--- src/rtl/mips_mc_controller_pkg.sv ---
// Shared encodings for the multicycle MIPS control path: opcodes, functs,
// ALU/mux select codes and FSM state codes.
package mips_mc_controller_pkg;

    localparam logic [5:0] OP_RTYPE = 6'b000000;
    localparam logic [5:0] OP_J     = 6'b000010;
    localparam logic [5:0] OP_BEQ   = 6'b000100;
    localparam logic [5:0] OP_BNE   = 6'b000101;
    localparam logic [5:0] OP_ADDI  = 6'b001000;
    localparam logic [5:0] OP_SLTI  = 6'b001010;
    localparam logic [5:0] OP_ANDI  = 6'b001100;
    localparam logic [5:0] OP_ORI   = 6'b001101;
    localparam logic [5:0] OP_LW    = 6'b100011;
    localparam logic [5:0] OP_SW    = 6'b101011;

    localparam logic [5:0] FUNCT_ADD = 6'b100000;
    localparam logic [5:0] FUNCT_SUB = 6'b100010;
    localparam logic [5:0] FUNCT_AND = 6'b100100;
    localparam logic [5:0] FUNCT_OR  = 6'b100101;
    localparam logic [5:0] FUNCT_SLT = 6'b101010;

    localparam logic [2:0] ALU_ADD = 3'b010;
    localparam logic [2:0] ALU_SUB = 3'b110;
    localparam logic [2:0] ALU_AND = 3'b000;
    localparam logic [2:0] ALU_OR  = 3'b001;
    localparam logic [2:0] ALU_SLT = 3'b111;

    localparam logic [1:0] SRCB_RD2   = 2'b00;
    localparam logic [1:0] SRCB_FOUR  = 2'b01;
    localparam logic [1:0] SRCB_IMM   = 2'b10;
    localparam logic [1:0] SRCB_IMMSH = 2'b11;

    localparam logic [1:0] PCSRC_ALU    = 2'b00;
    localparam logic [1:0] PCSRC_ALUOUT = 2'b01;
    localparam logic [1:0] PCSRC_JUMP   = 2'b10;

    localparam logic [3:0] S_FETCH  = 4'd0;
    localparam logic [3:0] S_DECODE = 4'd1;
    localparam logic [3:0] S_MEMADR = 4'd2;
    localparam logic [3:0] S_MEMRD  = 4'd3;
    localparam logic [3:0] S_MEMWB  = 4'd4;
    localparam logic [3:0] S_MEMWR  = 4'd5;
    localparam logic [3:0] S_EXEC   = 4'd6;
    localparam logic [3:0] S_ALUWB  = 4'd7;
    localparam logic [3:0] S_BRANCH = 4'd8;
    localparam logic [3:0] S_IEXEC  = 4'd9;
    localparam logic [3:0] S_IWB    = 4'd10;
    localparam logic [3:0] S_JUMP   = 4'd11;

    typedef enum logic [1:0] {
        ALUOP_ADD   = 2'b00,
        ALUOP_SUB   = 2'b01,
        ALUOP_FUNCT = 2'b10,
        ALUOP_IMM   = 2'b11
    } aluOp_t;

    // andi/ori take a zero-extended immediate; everything else sign-extends.
    function automatic logic isImmLogic(input logic [5:0] op);
        return (op == OP_ANDI) || (op == OP_ORI);
    endfunction

endpackage

--- src/rtl/mips_mc_controller_aludec.sv ---
// ALU sub-decoder: maps ALUOp plus Funct/Op to the 3-bit ALU control code,
// and flags whether Funct is one of the supported R-type operations.
module mips_aludec
    import mips_mc_controller_pkg::*;
(
    input  aluOp_t      ALUOp,
    input  logic [5:0]  Funct,
    input  logic [5:0]  Op,
    output logic [2:0]  ALUCtl,
    output logic        FunctValid
);

    logic [2:0] functCtl;
    logic [2:0] immCtl;

    always_comb begin
        functCtl   = ALU_ADD;
        FunctValid = 1'b1;
        case (Funct)
            FUNCT_ADD: functCtl = ALU_ADD;
            FUNCT_SUB: functCtl = ALU_SUB;
            FUNCT_AND: functCtl = ALU_AND;
            FUNCT_OR:  functCtl = ALU_OR;
            FUNCT_SLT: functCtl = ALU_SLT;
            default:   FunctValid = 1'b0;
        endcase
    end

    always_comb begin
        immCtl = ALU_ADD;
        case (Op)
            OP_ANDI: immCtl = ALU_AND;
            OP_ORI:  immCtl = ALU_OR;
            OP_SLTI: immCtl = ALU_SLT;
            default: immCtl = ALU_ADD;
        endcase
    end

    always_comb begin
        ALUCtl = ALU_ADD;
        case (ALUOp)
            ALUOP_ADD:   ALUCtl = ALU_ADD;
            ALUOP_SUB:   ALUCtl = ALU_SUB;
            ALUOP_FUNCT: ALUCtl = functCtl;
            ALUOP_IMM:   ALUCtl = immCtl;
            default:     ALUCtl = ALU_ADD;
        endcase
    end

endmodule

--- src/rtl/mips_mc_controller.sv ---
// Multicycle MIPS control unit: Moore FSM (one state per clock) driving all
// datapath selects/enables, with write enables gated off while Reset is low.
module mips_mc_controller
    import mips_mc_controller_pkg::*;
#(
    parameter int STATE_W = 4
)
(
    input  logic               CLK,
    input  logic               Reset,
    input  logic [5:0]         Op,
    input  logic [5:0]         Funct,
    input  logic               Zero,
    output logic               IorD,
    output logic               MemWrite,
    output logic               IRWrite,
    output logic               RegDst,
    output logic               MemToReg,
    output logic               ALUSrcA,
    output logic               RegWrite,
    output logic               PCEn,
    output logic               ExtOp,
    output logic [2:0]         ALUCtl,
    output logic [1:0]         ALUSrcB,
    output logic [1:0]         PCSrc,
    output logic [STATE_W-1:0] State
);

    logic [STATE_W-1:0] stateReg;
    logic [STATE_W-1:0] stateNext;
    aluOp_t             aluOp;
    logic               functValid;
    logic               memWriteRaw;
    logic               irWriteRaw;
    logic               regWriteRaw;
    logic               pcEnRaw;

    always_ff @(posedge CLK or negedge Reset) begin
        if (!Reset) begin
            stateReg <= S_FETCH;
        end else begin
            stateReg <= stateNext;
        end
    end

    always_comb begin
        stateNext = S_FETCH;
        case (stateReg)
            S_FETCH:  stateNext = S_DECODE;
            S_DECODE: begin
                case (Op)
                    OP_LW, OP_SW:                         stateNext = S_MEMADR;
                    OP_RTYPE:                             stateNext = S_EXEC;
                    OP_BEQ, OP_BNE:                       stateNext = S_BRANCH;
                    OP_ADDI, OP_ANDI, OP_ORI, OP_SLTI:    stateNext = S_IEXEC;
                    OP_J:                                 stateNext = S_JUMP;
                    default:                              stateNext = S_FETCH;
                endcase
            end
            S_MEMADR: begin
                if (Op == OP_LW) begin
                    stateNext = S_MEMRD;
                end else if (Op == OP_SW) begin
                    stateNext = S_MEMWR;
                end else begin
                    stateNext = S_FETCH;
                end
            end
            S_MEMRD:  stateNext = S_MEMWB;
            S_EXEC:   stateNext = S_ALUWB;
            S_IEXEC:  stateNext = S_IWB;
            default:  stateNext = S_FETCH;
        endcase
    end

    always_comb begin
        IorD        = 1'b0;
        memWriteRaw = 1'b0;
        irWriteRaw  = 1'b0;
        RegDst      = 1'b0;
        MemToReg    = 1'b0;
        ALUSrcA     = 1'b0;
        regWriteRaw = 1'b0;
        pcEnRaw     = 1'b0;
        ExtOp       = 1'b1;
        aluOp       = ALUOP_ADD;
        ALUSrcB     = SRCB_RD2;
        PCSrc       = PCSRC_ALU;
        case (stateReg)
            S_FETCH: begin
                irWriteRaw = 1'b1;
                ALUSrcB    = SRCB_FOUR;
                pcEnRaw    = 1'b1;
            end
            S_DECODE: begin
                ALUSrcB = SRCB_IMMSH;
            end
            S_MEMADR: begin
                ALUSrcA = 1'b1;
                ALUSrcB = SRCB_IMM;
            end
            S_MEMRD: begin
                IorD = 1'b1;
            end
            S_MEMWB: begin
                MemToReg    = 1'b1;
                regWriteRaw = 1'b1;
            end
            S_MEMWR: begin
                IorD        = 1'b1;
                memWriteRaw = 1'b1;
            end
            S_EXEC: begin
                ALUSrcA = 1'b1;
                aluOp   = ALUOP_FUNCT;
            end
            S_ALUWB: begin
                RegDst      = 1'b1;
                // Unsupported functs complete as no-ops rather than writing garbage.
                regWriteRaw = functValid;
            end
            S_BRANCH: begin
                ALUSrcA = 1'b1;
                aluOp   = ALUOP_SUB;
                PCSrc   = PCSRC_ALUOUT;
                pcEnRaw = ((Op == OP_BEQ) && Zero) || ((Op == OP_BNE) && !Zero);
            end
            S_IEXEC: begin
                ALUSrcA = 1'b1;
                ALUSrcB = SRCB_IMM;
                ExtOp   = !isImmLogic(Op);
                aluOp   = ALUOP_IMM;
            end
            S_IWB: begin
                regWriteRaw = 1'b1;
            end
            S_JUMP: begin
                PCSrc   = PCSRC_JUMP;
                pcEnRaw = 1'b1;
            end
            default: ;
        endcase
    end

    // Architectural side effects are blocked the instant Reset falls.
    assign MemWrite = memWriteRaw & Reset;
    assign IRWrite  = irWriteRaw & Reset;
    assign RegWrite = regWriteRaw & Reset;
    assign PCEn     = pcEnRaw & Reset;
    assign State    = stateReg;

    mips_aludec u_aludec (
        .ALUOp      (aluOp),
        .Funct      (Funct),
        .Op         (Op),
        .ALUCtl     (ALUCtl),
        .FunctValid (functValid)
    );

endmodule

--- config.mk ---
export PLATFORM = sky130hd
export DESIGN_NAME = mips_mc_controller
export DESIGN_NICKNAME = d
export VERILOG_FILES = /design/src/rtl/mips_mc_controller_pkg.sv /design/src/rtl/mips_mc_controller_aludec.sv /design/src/rtl/mips_mc_controller.sv
export SDC_FILE = /design/constraint.sdc
export NUM_CORES = 1
export LEC_CHECK = 0
export ABC_AREA = 1
export BUFFER_PORTS_ARGS = -buffer_cell sky130_fd_sc_hd__buf_2
export CORE_MARGIN = 1
export CORE_UTILIZATION = 48
export DETAILED_ROUTE_END_ITERATION = 8
export PLACE_DENSITY = 0.83
export SLEW_MARGIN = 5
export SYNTH_ARGS = -nofsm -noshare
export SYNTH_HDL_FRONTEND = slang
export SYNTH_HIERARCHICAL = 1
export SYNTH_SLANG_ARGS = --single-unit
--- constraint.sdc ---
create_clock -name CLK -period 3.09 [get_ports CLK]
set_input_delay 0.618 -clock CLK [delete_from_list [all_inputs] [get_ports CLK]]
set_output_delay 0.618 -clock CLK [all_outputs]
set_load 0.01 [all_outputs]
==> results.cfg <==
[status]
outcome = finished, final reports clean

[yosys]
synth-main-ff-cell = dfrtp_1
synth_nets = 149
netlist_area_um2 = 699.4
synth_area_leaders = nand2_1, nor2_1, dfrtp_1, nand3_1, inv_1
synthMostInstantiatedCell = nand2_1
avgSynthCellArea_um2 = 5.220
synth_edf_count = 0
ys_seq_area_frac = 0.1431
yosysTopAreaCellShare = 0.1503
synth_common_cells = nand2_1, nor2_1, inv_1
synthArstFlopShare = 1.000
netlist_instances = 134
ys_types = 19
yosysTopAreaCell = nand2_1
ys_warn_count = 6
ys_ff_latch = 4

[clock_network]
clk_latency_ps = 240
cts_resized = 0
cts_setup_buffers = 0
cts.sinks = 4
clockBufferDepth = 2
cts_root_buf = clkbuf_4
cts_tree = done
clkTransAtPathRegs_ps = 40
hold_buffers = 0
htree_levels = 1
cts_buffers = 3

[drt]
vias = 948
routed_wl_um = 1961
drc = 0
first_pass_iters = 4
ant_nets = 0
drtIter0Drc = 28
avgViaCountPerCell = 5.097
wl_per_cell_um = 10.54

[floorplanning]
die_x_um = 40.17
io_pins = 35
die_area_um2 = 1614
start_util = 0.5244
chipHeight_um = 40.17
core.rowCount = 13
coreArea_um2 = 1334

[critical_path]
r2r-start = State[1]$_DFF_PN0_
critPathCaptureType = output port
path_max_fanout = 6
reg2reg_depth = 5
r2r_end = State[2]$_DFF_PN0_
crit_arrival_ps = 1720
ff2ff_setup_slack_ps = 1870
critPathRequiredTime_ps = 2470
cp-start-kind = register
crit_type = reg -> out

[layout]
multiInputGateArea_um2 = 494.2
design_area_um2 = 910.9
drive_gt1_frac = 0.3041
fin_cells = 186
nets = 188
largest_register_ffs = 4
seqCellArea_um2 = 100.1
area_delta_synth_final_pct = 30.23
fillers = 137
diodes = 0

[placed_design]
portBuffers = 34
gp_congestion = 0.8125
placed_area_um2 = 888.4
place_hpwl_um = 1609
place_inst = 183

[timing]
min_period_ps = 2335
fmax_ghz = 0.4283
slew_viol_final = 0
worstMarginPinSlew_ps = 490.6
fin_skew_ps = 11.01
period_share = 0.7555
setup-violations-final = 0
rsz0062_at_grt = false
report.final.hold_viol_count = 0
slew_headroom = 0.6704
fin_setup_tns_ps = 0

[grt]
grt_pass1_wl_um = 2932
overflow = 0
grt_max_degree = 9
grt_use_total = 0.2710
antenna_found_initial = 0
grt_pass1_vias = 732

[power_and_ir_drop]
peakVddDrop_mv = 0.4266
p_leak_nw = 0.5686
p_per_area_nw_per_um2 = 477.5

[worst_hold_path]
hold_class = in -> async

[job]
max-cap-violations = 0
power breakdown:
| part | internal [mW] | switching (mW) |
|---|---|---|
| logic | 0.0955 | 0.180 |
| registers | 0.0670 | 0.0245 |
| clock network | 0.0436 | 0.0242 |
worst max-delay path, cell delays in order, from the launching register on:
cell	delay, ps
dfrtp_1	440
inv_2	120
nand2_1	90
inv_1	110
nand2_1	70
nand2_1	110
inv_1	90
nor2_4	100
nand4_1	100
nand2_1	90
inv_1	30
buf_2	130
logic make-up after synthesis:
logic type             Yosys count  synth area share
AND/OR/NAND/NOR                 95            0.6565
buffers and inverters           28            0.1503
AO/OA/AOI/OAI                    7           0.05008
flip-flops                       4            0.1431
routing by layer:
metal | global-route usage | vias up | share of wire
met4 | 0.07500 | 0 | 0.011
met1 | 0.3278 | 400 | 0.44
li1 | - | 499 | -
met5 | 0 | - | 0
met2 | 0.4839 | 45 | 0.47
met3 | 0.05000 | 4 | 0.072
how the worst max path moves through the flow:
stage / endpoint / start / cells past startpoint
after floorplan: PCEn / Op[1] / 3
after global placement: PCEn / Op[1] / 5
after detailed placement: PCEn / Op[1] / 5
after CTS: ALUCtl[1] / State[1]$_DFF_PN0_ / 11
after global routing: ALUCtl[1] / State[3]$_DFF_PN0_ / 9
final: ALUCtl[1] / State[1]$_DFF_PN0_ / 11
per-stage QoR:
step                        util  hold WS [ps]  worst slack (ps)  total power [mW]
after floorplan                -         322.4              1216            0.2623
after global placement    0.6660         427.3             909.0            0.3558
after detailed placement  0.6660         438.3             885.3            0.3619
after CTS                 0.6829         176.4             764.2            0.4340
after global routing      0.6829         182.7             594.1            0.4755
final                     0.6829         181.0             755.4            0.4349
placed cells by master, fill, tap and decap left out, drive strengths merged:
master / synthesis / final
clkbuf: 0 / 3
buf: 0 / 34
nand4: 6 / 6
nor2: 34 / 34
nand2: 30 / 30
or2: 1 / 1
inv: 27 / 27
a21oi: 4 / 4
o21ai: 3 / 3
nand3b: 1 / 1
dfrtp: 4 / 4
nand3: 21 / 21
nor3: 2 / 2
clkinv: 1 / 1
cell type report:
cell class	count	area share
clock buffer	3	0.02473
inverter	28	0.1154
multi-input combinational	102	0.5426
sequential	4	0.1099
tap	15	0.02060
timing repair buffer	34	0.1868
Power figures use the tool's default switching activity.
